[src/rtl/qspi_pkg.sv]
// Shared definitions for the quad-SPI register-write responder: FSM encoding,
// highest legal register address and the per-register payload length table.
package qspi_pkg;

    typedef enum logic [1:0] {
        IDLE  = 2'd0,
        INSTR = 2'd1,
        DATA  = 2'd2,
        DRAIN = 2'd3
    } state_t;

    localparam logic [4:0] REG_ADDR_MAX = 5'h18;

    // Payload bytes for a write to addr; anything past REG_ADDR_MAX is a 4-byte register.
    function automatic logic [2:0] reg_len(input logic [4:0] addr);
        case (addr)
            5'h00:               return 3'd1;
            5'h01, 5'h03, 5'h06: return 3'd3;
            5'h02, 5'h05, 5'h07: return 3'd2;
            default:             return 3'd4;
        endcase
    endfunction

endpackage

[src/rtl/quad_spi_responder_if.sv]
// Pin and register-port bundle of quad_spi_responder; master drives the serial
// pins, slave (the responder) drives the decoded register events.
interface quad_spi_responder_if;

    logic        cs;
    logic        sclk;
    logic [3:0]  sdio;
    logic        wr_valid;
    logic [4:0]  wr_addr;
    logic [31:0] wr_data;
    logic        rd_req;
    logic [4:0]  rd_addr;
    logic        frame_err;
    logic        busy;

    modport master (
        output cs, sclk, sdio,
        input  wr_valid, wr_addr, wr_data, rd_req, rd_addr, frame_err, busy
    );

    modport slave (
        input  cs, sclk, sdio,
        output wr_valid, wr_addr, wr_data, rd_req, rd_addr, frame_err, busy
    );

endinterface

[src/rtl/qspi_sync.sv]
// Multi-flop synchronizer for a bundle of asynchronous inputs; every bit gets
// DEPTH flops and resets to its own bit of RESET_VAL.
module qspi_sync #(
    parameter int               WIDTH     = 1,
    parameter int               DEPTH     = 2,
    parameter logic [WIDTH-1:0] RESET_VAL = '0
) (
    input  logic             clock,
    input  logic             reset,
    input  logic [WIDTH-1:0] d,
    output logic [WIDTH-1:0] q
);

    logic [DEPTH-1:0][WIDTH-1:0] stage_q;
    logic [DEPTH-1:0][WIDTH-1:0] stage_d;

    always_comb begin
        stage_d    = stage_q;
        stage_d[0] = d;
        for (int i = 1; i < DEPTH; i++) begin
            stage_d[i] = stage_q[i-1];
        end
    end

    // NOTE: state flops use <= only, so every stage samples the pre-edge value of its neighbour.
    always_ff @(posedge clock or posedge reset) begin
        if (reset) begin
            stage_q <= {DEPTH{RESET_VAL}};
        end else begin
            stage_q <= stage_d;
        end
    end

    assign q = stage_q[DEPTH-1];

endmodule

[src/rtl/quad_spi_responder.sv]
// Quad-SPI responder: decodes instruction bytes into register writes / read requests.
// Build option: QSPI_RESP_ADDR_CHECK_EN rejects instruction addresses above REG_ADDR_MAX.
module quad_spi_responder
    import qspi_pkg::*;
#(
    parameter int SYNC_STAGES = 2
) (
    input  logic                 clock,
    input  logic                 reset,
    quad_spi_responder_if.slave  bus
);

    logic       cs_s, sclk_s;
    logic [3:0] sdio_s;

    // Idle pin levels (cs=1, sclk=1) come out of reset so no false edge is seen.
    qspi_sync #(
        .WIDTH    (6),
        .DEPTH    (SYNC_STAGES),
        .RESET_VAL(6'b11_0000)
    ) u_sync (
        .clock(clock),
        .reset(reset),
        .d    ({bus.cs, bus.sclk, bus.sdio}),
        .q    ({cs_s, sclk_s, sdio_s})
    );

    state_t      state_q, state_d;
    logic        cs_prev_q, cs_prev_d;
    logic        sclk_prev_q, sclk_prev_d;
    logic        half_q, half_d;
    logic [3:0]  hi_nib_q, hi_nib_d;
    logic [4:0]  cur_addr_q, cur_addr_d;
    logic [2:0]  bytes_left_q, bytes_left_d;
    logic [31:0] data_q, data_d;
    logic        wr_valid_q, wr_valid_d;
    logic [4:0]  wr_addr_q, wr_addr_d;
    logic [31:0] wr_data_q, wr_data_d;
    logic        rd_req_q, rd_req_d;
    logic [4:0]  rd_addr_q, rd_addr_d;
    logic        frame_err_q, frame_err_d;

    logic        cs_fall, cs_rise, capture, addr_illegal;
    logic [4:0]  instr_addr;
    logic [7:0]  rx_byte;

    assign cs_fall    = ~cs_s & cs_prev_q;
    assign cs_rise    = cs_s & ~cs_prev_q;
    assign capture    = sclk_s & ~sclk_prev_q & ~cs_s;
    assign rx_byte    = {hi_nib_q, sdio_s};
    assign instr_addr = rx_byte[4:0];

`ifdef QSPI_RESP_ADDR_CHECK_EN
    assign addr_illegal = (instr_addr > REG_ADDR_MAX);
`else
    assign addr_illegal = 1'b0;
`endif

    // NOTE: every signal assigned here gets its default first, so no path can infer a latch.
    always_comb begin
        state_d      = state_q;
        cs_prev_d    = cs_s;
        sclk_prev_d  = sclk_s;
        half_d       = half_q;
        hi_nib_d     = hi_nib_q;
        cur_addr_d   = cur_addr_q;
        bytes_left_d = bytes_left_q;
        data_d       = data_q;
        wr_valid_d   = 1'b0;
        wr_addr_d    = wr_addr_q;
        wr_data_d    = wr_data_q;
        rd_req_d     = 1'b0;
        rd_addr_d    = rd_addr_q;
        frame_err_d  = 1'b0;

        if (cs_rise) begin
            // A frame is only lost when it stops mid-byte or mid-payload.
            frame_err_d = ((state_q == INSTR) && half_q) || (state_q == DATA);
            state_d     = IDLE;
            half_d      = 1'b0;
        end else begin
            case (state_q)
                IDLE: begin
                    if (cs_fall) begin
                        state_d = INSTR;
                        half_d  = 1'b0;
                    end
                end
                INSTR: begin
                    if (capture && !half_q) begin
                        hi_nib_d = sdio_s;
                        half_d   = 1'b1;
                    end else if (capture) begin
                        half_d     = 1'b0;
                        cur_addr_d = instr_addr;
                        if (addr_illegal) begin
                            frame_err_d = 1'b1;
                            state_d     = DRAIN;
                        end else if (rx_byte[7]) begin
                            rd_req_d  = 1'b1;
                            rd_addr_d = instr_addr;
                            state_d   = DRAIN;
                        end else begin
                            bytes_left_d = reg_len(instr_addr);
                            data_d       = '0;
                            state_d      = DATA;
                        end
                    end
                end
                DATA: begin
                    if (capture && !half_q) begin
                        hi_nib_d = sdio_s;
                        half_d   = 1'b1;
                    end else if (capture) begin
                        half_d       = 1'b0;
                        data_d       = {data_q[23:0], rx_byte};
                        bytes_left_d = bytes_left_q - 3'd1;
                        if (bytes_left_q == 3'd1) begin
                            wr_valid_d = 1'b1;
                            wr_addr_d  = cur_addr_q;
                            wr_data_d  = data_d;
                            state_d    = INSTR;
                        end
                    end
                end
                DRAIN: begin
                    state_d = DRAIN;
                end
                default: begin
                    state_d = IDLE;
                end
            endcase
        end
    end

    always_ff @(posedge clock or posedge reset) begin
        if (reset) begin
            state_q      <= IDLE;
            cs_prev_q    <= 1'b1;
            sclk_prev_q  <= 1'b1;
            half_q       <= 1'b0;
            hi_nib_q     <= '0;
            cur_addr_q   <= '0;
            bytes_left_q <= '0;
            data_q       <= '0;
            wr_valid_q   <= 1'b0;
            wr_addr_q    <= '0;
            wr_data_q    <= '0;
            rd_req_q     <= 1'b0;
            rd_addr_q    <= '0;
            frame_err_q  <= 1'b0;
        end else begin
            state_q      <= state_d;
            cs_prev_q    <= cs_prev_d;
            sclk_prev_q  <= sclk_prev_d;
            half_q       <= half_d;
            hi_nib_q     <= hi_nib_d;
            cur_addr_q   <= cur_addr_d;
            bytes_left_q <= bytes_left_d;
            data_q       <= data_d;
            wr_valid_q   <= wr_valid_d;
            wr_addr_q    <= wr_addr_d;
            wr_data_q    <= wr_data_d;
            rd_req_q     <= rd_req_d;
            rd_addr_q    <= rd_addr_d;
            frame_err_q  <= frame_err_d;
        end
    end

    assign bus.wr_valid  = wr_valid_q;
    assign bus.wr_addr   = wr_addr_q;
    assign bus.wr_data   = wr_data_q;
    assign bus.rd_req    = rd_req_q;
    assign bus.rd_addr   = rd_addr_q;
    assign bus.frame_err = frame_err_q;
    assign bus.busy      = (state_q != IDLE);

endmodule

[src/flat_wrapper.sv]
// flat-port wrapper written by rule: the top's interface ports become plain ports
module quad_spi_responder_flat import qspi_pkg::*;
#(
    parameter int SYNC_STAGES = 2
)
  (clock, reset, bus_cs, bus_sclk, bus_sdio, bus_wr_valid, bus_wr_addr, bus_wr_data, bus_rd_req, bus_rd_addr, bus_frame_err, bus_busy);
  quad_spi_responder_if bus_i ();
  input  logic clock;
  input  logic reset;
  input wire logic [$bits(bus_i.cs)-1:0] bus_cs;
  input wire logic [$bits(bus_i.sclk)-1:0] bus_sclk;
  input wire logic [$bits(bus_i.sdio)-1:0] bus_sdio;
  output wire logic [$bits(bus_i.wr_valid)-1:0] bus_wr_valid;
  output wire logic [$bits(bus_i.wr_addr)-1:0] bus_wr_addr;
  output wire logic [$bits(bus_i.wr_data)-1:0] bus_wr_data;
  output wire logic [$bits(bus_i.rd_req)-1:0] bus_rd_req;
  output wire logic [$bits(bus_i.rd_addr)-1:0] bus_rd_addr;
  output wire logic [$bits(bus_i.frame_err)-1:0] bus_frame_err;
  output wire logic [$bits(bus_i.busy)-1:0] bus_busy;
  assign bus_i.cs = bus_cs;
  assign bus_i.sclk = bus_sclk;
  assign bus_i.sdio = bus_sdio;
  assign bus_wr_valid = bus_i.wr_valid;
  assign bus_wr_addr = bus_i.wr_addr;
  assign bus_wr_data = bus_i.wr_data;
  assign bus_rd_req = bus_i.rd_req;
  assign bus_rd_addr = bus_i.rd_addr;
  assign bus_frame_err = bus_i.frame_err;
  assign bus_busy = bus_i.busy;
  quad_spi_responder #(.SYNC_STAGES(SYNC_STAGES)) u_core (.clock(clock), .reset(reset), .bus(bus_i));
endmodule
[config.mk]
export PLATFORM = sky130hd
export DESIGN_NAME = quad_spi_responder_flat
export DESIGN_NICKNAME = d
export VERILOG_FILES = /design/src/rtl/qspi_pkg.sv /design/src/rtl/quad_spi_responder_if.sv /design/src/rtl/qspi_sync.sv /design/src/rtl/quad_spi_responder.sv /design/src/flat_wrapper.sv
export SDC_FILE = /design/constraint.sdc
export NUM_CORES = 1
export LEC_CHECK = 0
export CAP_MARGIN = 30
export CORE_MARGIN = 3
export CORE_UTILIZATION = 58
export DETAILED_ROUTE_END_ITERATION = 8
export PLACE_DENSITY = 0.84
export SETUP_SLACK_MARGIN = 0.1
export SYNTH_ARGS = -nofsm -noshare
export SYNTH_HDL_FRONTEND = slang
export SYNTH_SLANG_ARGS = --single-unit
[constraint.sdc]
create_clock -name clock -period 8.6 [get_ports clock]
set_input_delay 1.72 -clock clock [delete_from_list [all_inputs] [get_ports clock]]
set_output_delay 1.72 -clock clock [all_outputs]
set_load 0.01 [all_outputs]
==> metrics.yaml, run 1 <==
global_routing:
  antenna_found_initial: 0
  grt_max_degree: 72
  grt_pass1_wl_um: 11500
  overflow: 0
  grt_use_total: 0.196
  first_global_vias: 2311
pwr:
  power_uw: 925
  vdd_drop_max_v: 0.000127
  power_density_nw_per_um2: 199
  leakagePower_nw: 2.16
timing:
  worst_slew_pin_slew_ns: 0.862
  fin_setup_tns_ns: 0
  rsz0062_at_grt: "false"
  clock_skew_ns: 0.0132
  slew_headroom: 0.425
  worst_slack_ns: 5.20
  hold_viol: 0
  hold_ws_ns: 0.355
  slew_violations: 0
  fmax_ghz: 0.294
  period_minus_slack_ns: 3.40
  setup_violations: 0
  timing.final.crit_share: 0.395
finish:
  nFillCells: 434
  multi_input_area_um2: 1280
  antenna_cells: 0
  stdcell_area_um2: 4660
  final_cells: 434
  final_nets: 366
  drive_gt1_frac: 0.232
  regArea_um2: 2460
  utilization: 0.729
  final_common_cell: "dfrtp_1"
  areaGrowthSynthToFinish_pct: 21.0
  layout_common_cells: "92 x dfrtp_1, 53 x clkdlybuf4s50_1, 52 x nand2_1"
critical_path:
  timing.rr.start: "u_core.u_sync.q[5]"
  endpoint: "bus_busy"
  r2r_slack_ns: 6.26
  arrival_ns: 1.68
  critical_path.startpoint: "u_core.state_q[0]"
  r2r_end: "u_core.bus.wr_data[2]"
  cp_max_fo: 5
  critPathKind: "flip-flop to output pin"
  start_kind: "flip-flop"
  worstRegToRegCells: 5
  crit_path_end_kind: "output pin"
  required_ns: 6.88
clocking:
  htreeDepth: 3
  cts_root_buf: "clkbuf_8"
  cts_buffers: 9
  cts.path.max_buffers: 2
  cts_hold_buffers: 0
  cts_tree: "done"
  cts_resized: 0
  clock_latency_ns: 0.35
  clock-sinks: 98
  cts_setup_buffers: 0
  clkTransAtPathRegs_ns: 0.09
die:
  rows: 29
  die_w_um: 87.5
  start_util: 0.603
  dieArea_um2: 7650
  core_area_um2: 6390
  ios: 54
  die_y_um: 87.5
route:
  routed.top_layer: "met4"
  drt.antenna.violating_nets: 0
  wl_met1_um: 3070
  drc: 0
  route.met2.wl_um: 3170
  firstDrtPassIters: 4
  wire_per_inst_um: 15.4
  vias_per_cell: 5.43
  vias: 2357
  wl_um: 6700
  drtIter0Drc: 156
  wl_met3_um: 372
min_path:
  hp-class: "flip-flop to flip-flop"
  hold_path_depth: 0
logic_synthesis:
  yosysUniqueCellTypes: 28
  synth.avg_cell_area_um2: 13.0
  ys_seq_area_frac: 0.639
  synth_cells: 297
  syn_area_um2: 3850
  yosysWarnings: 0
  synth-seq-cells: 98
  syn_nets: 311
flow_run:
  drv_cap: 0
placement:
  dp_worst_setup_slack_ns: 5.30
  gp_congestion: 0.714
  dpl.hpwl_um: 4490
  place_area_um2: 4460
  io_buffers: 53
  placed_cells: 418
outcome:
  status: "completed"
[cell usage after synthesis (all sizes together)]
library cell | count | share of area
mux2 | 51 | 0.15
nand2b | 6 | 0.0098
or3 | 1 | 0.0016
nor2b | 3 | 0.0049
nand4bb | 1 | 0.0072
xnor2 | 1 | 0.0023
a21o | 1 | 0.0020
nand2 | 52 | 0.051
dfrtp | 92 | 0.60
nand3b | 1 | 0.0052
nor2 | 4 | 0.0059
nor4 | 2 | 0.0033
ha | 6 | 0.020
buf | 4 | 0.0085
o2bb2ai | 3 | 0.0068
a211oi | 1 | 0.0020
nor3 | 2 | 0.0026
a221o | 1 | 0.0026
nor3b | 1 | 0.0033
a21oi | 7 | 0.0091
inv | 10 | 0.0098
o21ai | 28 | 0.036
or3b | 1 | 0.0029
dfstp | 6 | 0.041
clkbuf | 9 | 0.0088
a221oi | 3 | 0.0068
[logic make-up after synthesis]
family | count (synthesis) | synth area share
and+or+nand+nor | 74 | 0.0972
DFF | 98 | 0.639
muxes | 51 | 0.149
AOI/OAI and AO/OA | 44 | 0.0657
adders and majority gates | 6 | 0.0195
xor gates and xnor gates | 1 | 0.00228
buffers and inverters | 23 | 0.0270
[per-layer routing]
metal / up-vias / track usage
met5: - / 0
met4: 0 / 0.0711
met3: 9 / 0.0482
met2: 63 / 0.295
met1: 1165 / 0.278
li1: 1120 / -
[flip-flops by register name, summed over array words and instances (netlist names), 2 cells and up]
| name | cells |
|---|---|
| u_core.cur_addr_q | 5 |
| u_core.u_sync.stage_d | 6 |
| u_core.state_q | 2 |
| u_core.bus.wr_addr | 5 |
| u_core.bytes_left_q | 3 |
| u_core.bus.wr_data | 32 |
| u_core.data_q | 24 |
| u_core.u_sync.q | 6 |
| u_core.hi_nib_q | 4 |
| u_core.bus.rd_addr | 5 |
[worst max-delay path, stage by stage (launching register included)]
cell and delay [ns]:
dfrtp_1 0.39, inv_1 0.09, ha_1 0.24, inv_1 0.08, clkdlybuf4s50_1 0.53
[how the worst min path moves through the flow]
stage	startpoint	endpoint	slack (ns)
after global routing	u_core.u_sync.stage_d[8]	u_core.u_sync.q[2]	0.37
after global placement	u_core.u_sync.stage_d[6]	u_core.u_sync.q[0]	0.33
after detailed placement	u_core.u_sync.stage_d[9]	u_core.u_sync.q[3]	0.33
after CTS	u_core.u_sync.stage_d[9]	u_core.u_sync.q[3]	0.36
final	u_core.u_sync.stage_d[9]	u_core.u_sync.q[3]	0.36
after floorplan	u_core.u_sync.stage_d[6]	u_core.u_sync.q[0]	0.33
[final cells by class]
| type | instances | area share |
|---|---|---|
| repair buffers | 57 | 0.125 |
| clock inverters | 5 | 0.00914 |
| multi-input cells | 176 | 0.276 |
| clock buffers | 11 | 0.0325 |
| well taps | 77 | 0.0207 |
| inverters | 10 | 0.00860 |
| flip-flops and latches | 98 | 0.528 |
[power breakdown]
part           internal, mW  switching [mW]
registers             0.487          0.0252
logic                0.0611          0.0692
clock network         0.126           0.157
Power figures use the tool's default switching activity.
==> inputs of run 2 (changes only) <==
- CORE_UTILIZATION: 58 -> 54
- PLACE_DENSITY: 0.84 -> 0.79
- clock period: 8.6 -> 3.17 ns (I/O delays scaled with it)
==> run 2 against run 1 <==
Effect of this change:
- flip-flop and latch count is the same
- die area rose by 6.9%
- register-to-register slack got worse by 5.3 ns
- clock power rose to 3.1 times the previous value
- sequential power grew to 2.7 times the previous value
- first-iteration DRC count is 48% lower
- hold slack worse by 0.0029 ns
- via count is 1.1% lower
- wire length increased by 0.33%
- clock skew fell by 0.0069 ns
==> metrics.yaml, run 2 (synthesis gave the netlist of run 1 again) <==
global_routing:
  met3_usage: 0.0492  # +0.000917
  grt_use_total: 0.177  # -0.0188
  grt_pass1_wl_um: 11400  # -0.48%
  overflow: 0  # unchanged
  grt_max_degree: 99  # +38%
  use_met1: 0.232  # -0.0465
  grt.busiest_layer: "met2"
  first_global_vias: 2371  # +2.6%
  antenna_found_initial: 0  # unchanged
  use_met2: 0.276  # -0.0189
critical_path:
  crit_path_end_kind: "output pin"
  critical_path.startpoint: "u_core.state_q[0]"
  cp_num_buf_inv: 3  # unchanged
  path_cells: "inv_1 > ha_1 > inv_1 > clkdlybuf4s50_1"
  cp_num_cells: 4  # unchanged
  critPathKind: "flip-flop to output pin"
  start_kind: "flip-flop"
  timing.rr.start: "u_core.state_q[1]"
  endpoint: "bus_busy"
  max_stage_delay_ns: 0.53  # about the same
  cp_max_fo: 5  # unchanged
  cp_common_cell: "inv_1"
  r2r_end: "u_core.bytes_left_q[2]"
  path_delay_family: "buffers and inverters"
  arrival_ns: 1.69  # about the same
  required_ns: 2.54  # -4.34 ns
  r2r_slack_ns: 0.96  # -5.30 ns
  critPathSlowestCell: "clkdlybuf4s50_1"
  worstRegToRegCells: 6  # +1
finish:
  regArea_um2: 2460  # unchanged
  antenna_cells: 0  # unchanged
  drive_gt1_frac: 0.229  # -0.00344
  final_nets: 367  # +0.27%
  multi_input_area_um2: 1290  # +0.19%
  areaGrowthSynthToFinish_pct: 22.4
  nFillCells: 502  # +16%
  layout_common_cells: "92 x dfrtp_1, 53 x clkdlybuf4s50_1, 51 x mux2_2, 51 x nand2_1, 28 x o21ai_0"
  stdcell_area_um2: 4710  # +1.2%
  utilization: 0.686  # -0.0431
  final_common_cell: "dfrtp_1"
  largest_register_ffs: 32  # unchanged
timing:
  fin_setup_tns_ns: 0  # unchanged
  period_minus_slack_ns: 2.32
  slew_violations: 0  # unchanged
  fmax_ghz: 0.430
  rsz0062_at_grt: "false"
  worst_slack_ns: 0.846  # -4.36 ns
  setup_violations: 0  # unchanged
  clock_skew_ns: 0.00628  # -0.00692 ns
  hold_viol: 0  # unchanged
  slew_headroom: 0.437  # +0.0116
  worst_slew_pin_slew_ns: 0.845  # -0.0173 ns
  timing.final.crit_share: 0.733
placement:
  place_area_um2: 4490  # +0.62%
  dpl.hpwl_um: 4460  # -0.49%
  io_buffers: 53  # unchanged
  dp_worst_setup_slack_ns: 0.975  # -4.32 ns
  gp_congestion: 0.806  # +13%
route:
  wl_um: 6720  # +0.33%
  drc: 0  # unchanged
  vias_per_cell: 5.13  # -5.5%
  drt.antenna.violating_nets: 0  # unchanged
  wire_per_inst_um: 14.8  # -4.1%
  vias: 2331  # -1.1%
  drtIter0Drc: 81  # -48%
  firstDrtPassIters: 4  # unchanged
clocking:
  clkTransAtPathRegs_ns: 0.08  # about the same
  cts_resized: 0  # unchanged
  clock-sinks: 98  # unchanged
  cts.path.max_buffers: 2  # unchanged
  clock_latency_ns: 0.35  # about the same
  cts_hold_buffers: 0  # unchanged
  cts_tree: "done"
  cts_setup_buffers: 0  # unchanged
  cts_root_buf: "clkbuf_8"
  cts_buffers: 9  # unchanged
  htreeDepth: 3  # unchanged
die:
  ios: 54  # unchanged
  start_util: 0.560  # -0.0424
  die_w_um: 90.4  # +3.4%
  dieArea_um2: 8180  # +6.9%
  rows: 30  # +3.4%
  core_area_um2: 6870  # +7.6%
  die_y_um: 90.4  # +3.4%
min_path:
  worstHoldStart: "u_core.u_sync.stage_d[8]"
  hp-class: "flip-flop to flip-flop"
pwr:
  leakagePower_nw: 2.17  # +0.34%
  vdd_drop_max_v: 0.000327  # +160%
  power_density_nw_per_um2: 553  # +180%
outcome:
  status: "completed"
flow_run:
  drv_cap: 0  # unchanged
run 2: final cells by class:
class                           count  share of cell area
Sequential cell                    98               0.522
Multi-Input combinational cell    176               0.273
Tap cell                           96              0.0255
Clock buffer                       14              0.0345
Inverter                           10             0.00876
Timing Repair Buffer               58               0.123
Clock inverter                      2              0.0127
run 2: stage by stage:
step	total power, mW	hold WS, ns	std cells
after global placement	1.74	0.332	438
after CTS	2.64	0.355	454
after detailed placement	1.76	0.335	438
after floorplan	1.64	0.331	297
final	2.61	0.352	454
after global routing	2.74	0.359	454
run 2: how the worst min path moves through the flow:
stage,to,slack (ns),cells after the start
2_1_floorplan,u_core.u_sync.q[0],0.33,0
3_3_place_gp,u_core.u_sync.q[3],0.33,0
3_5_place_dp,u_core.u_sync.q[1],0.33,0
4_1_cts,u_core.u_sync.q[0],0.35,0
5_1_grt,u_core.u_sync.q[0],0.36,0
6_report,u_core.u_sync.q[2],0.35,0
run 2: layer usage:
metal | part of all wire | vias to the layer above
met2 | 0.48 | 66
li1 | - | 1119
met5 | 0 | -
met1 | 0.45 | 1138
met4 | 0.013 | 0
met3 | 0.056 | 8
run 2: where the power goes:
group | switching, mW | leakage, nW | total (mW) | internal (mW)
registers | 0.0737 | 1.32 | 1.39 | 1.32
clock network | 0.384 | 0.111 | 0.873 | 0.489
logic | 0.185 | 0.739 | 0.339 | 0.154
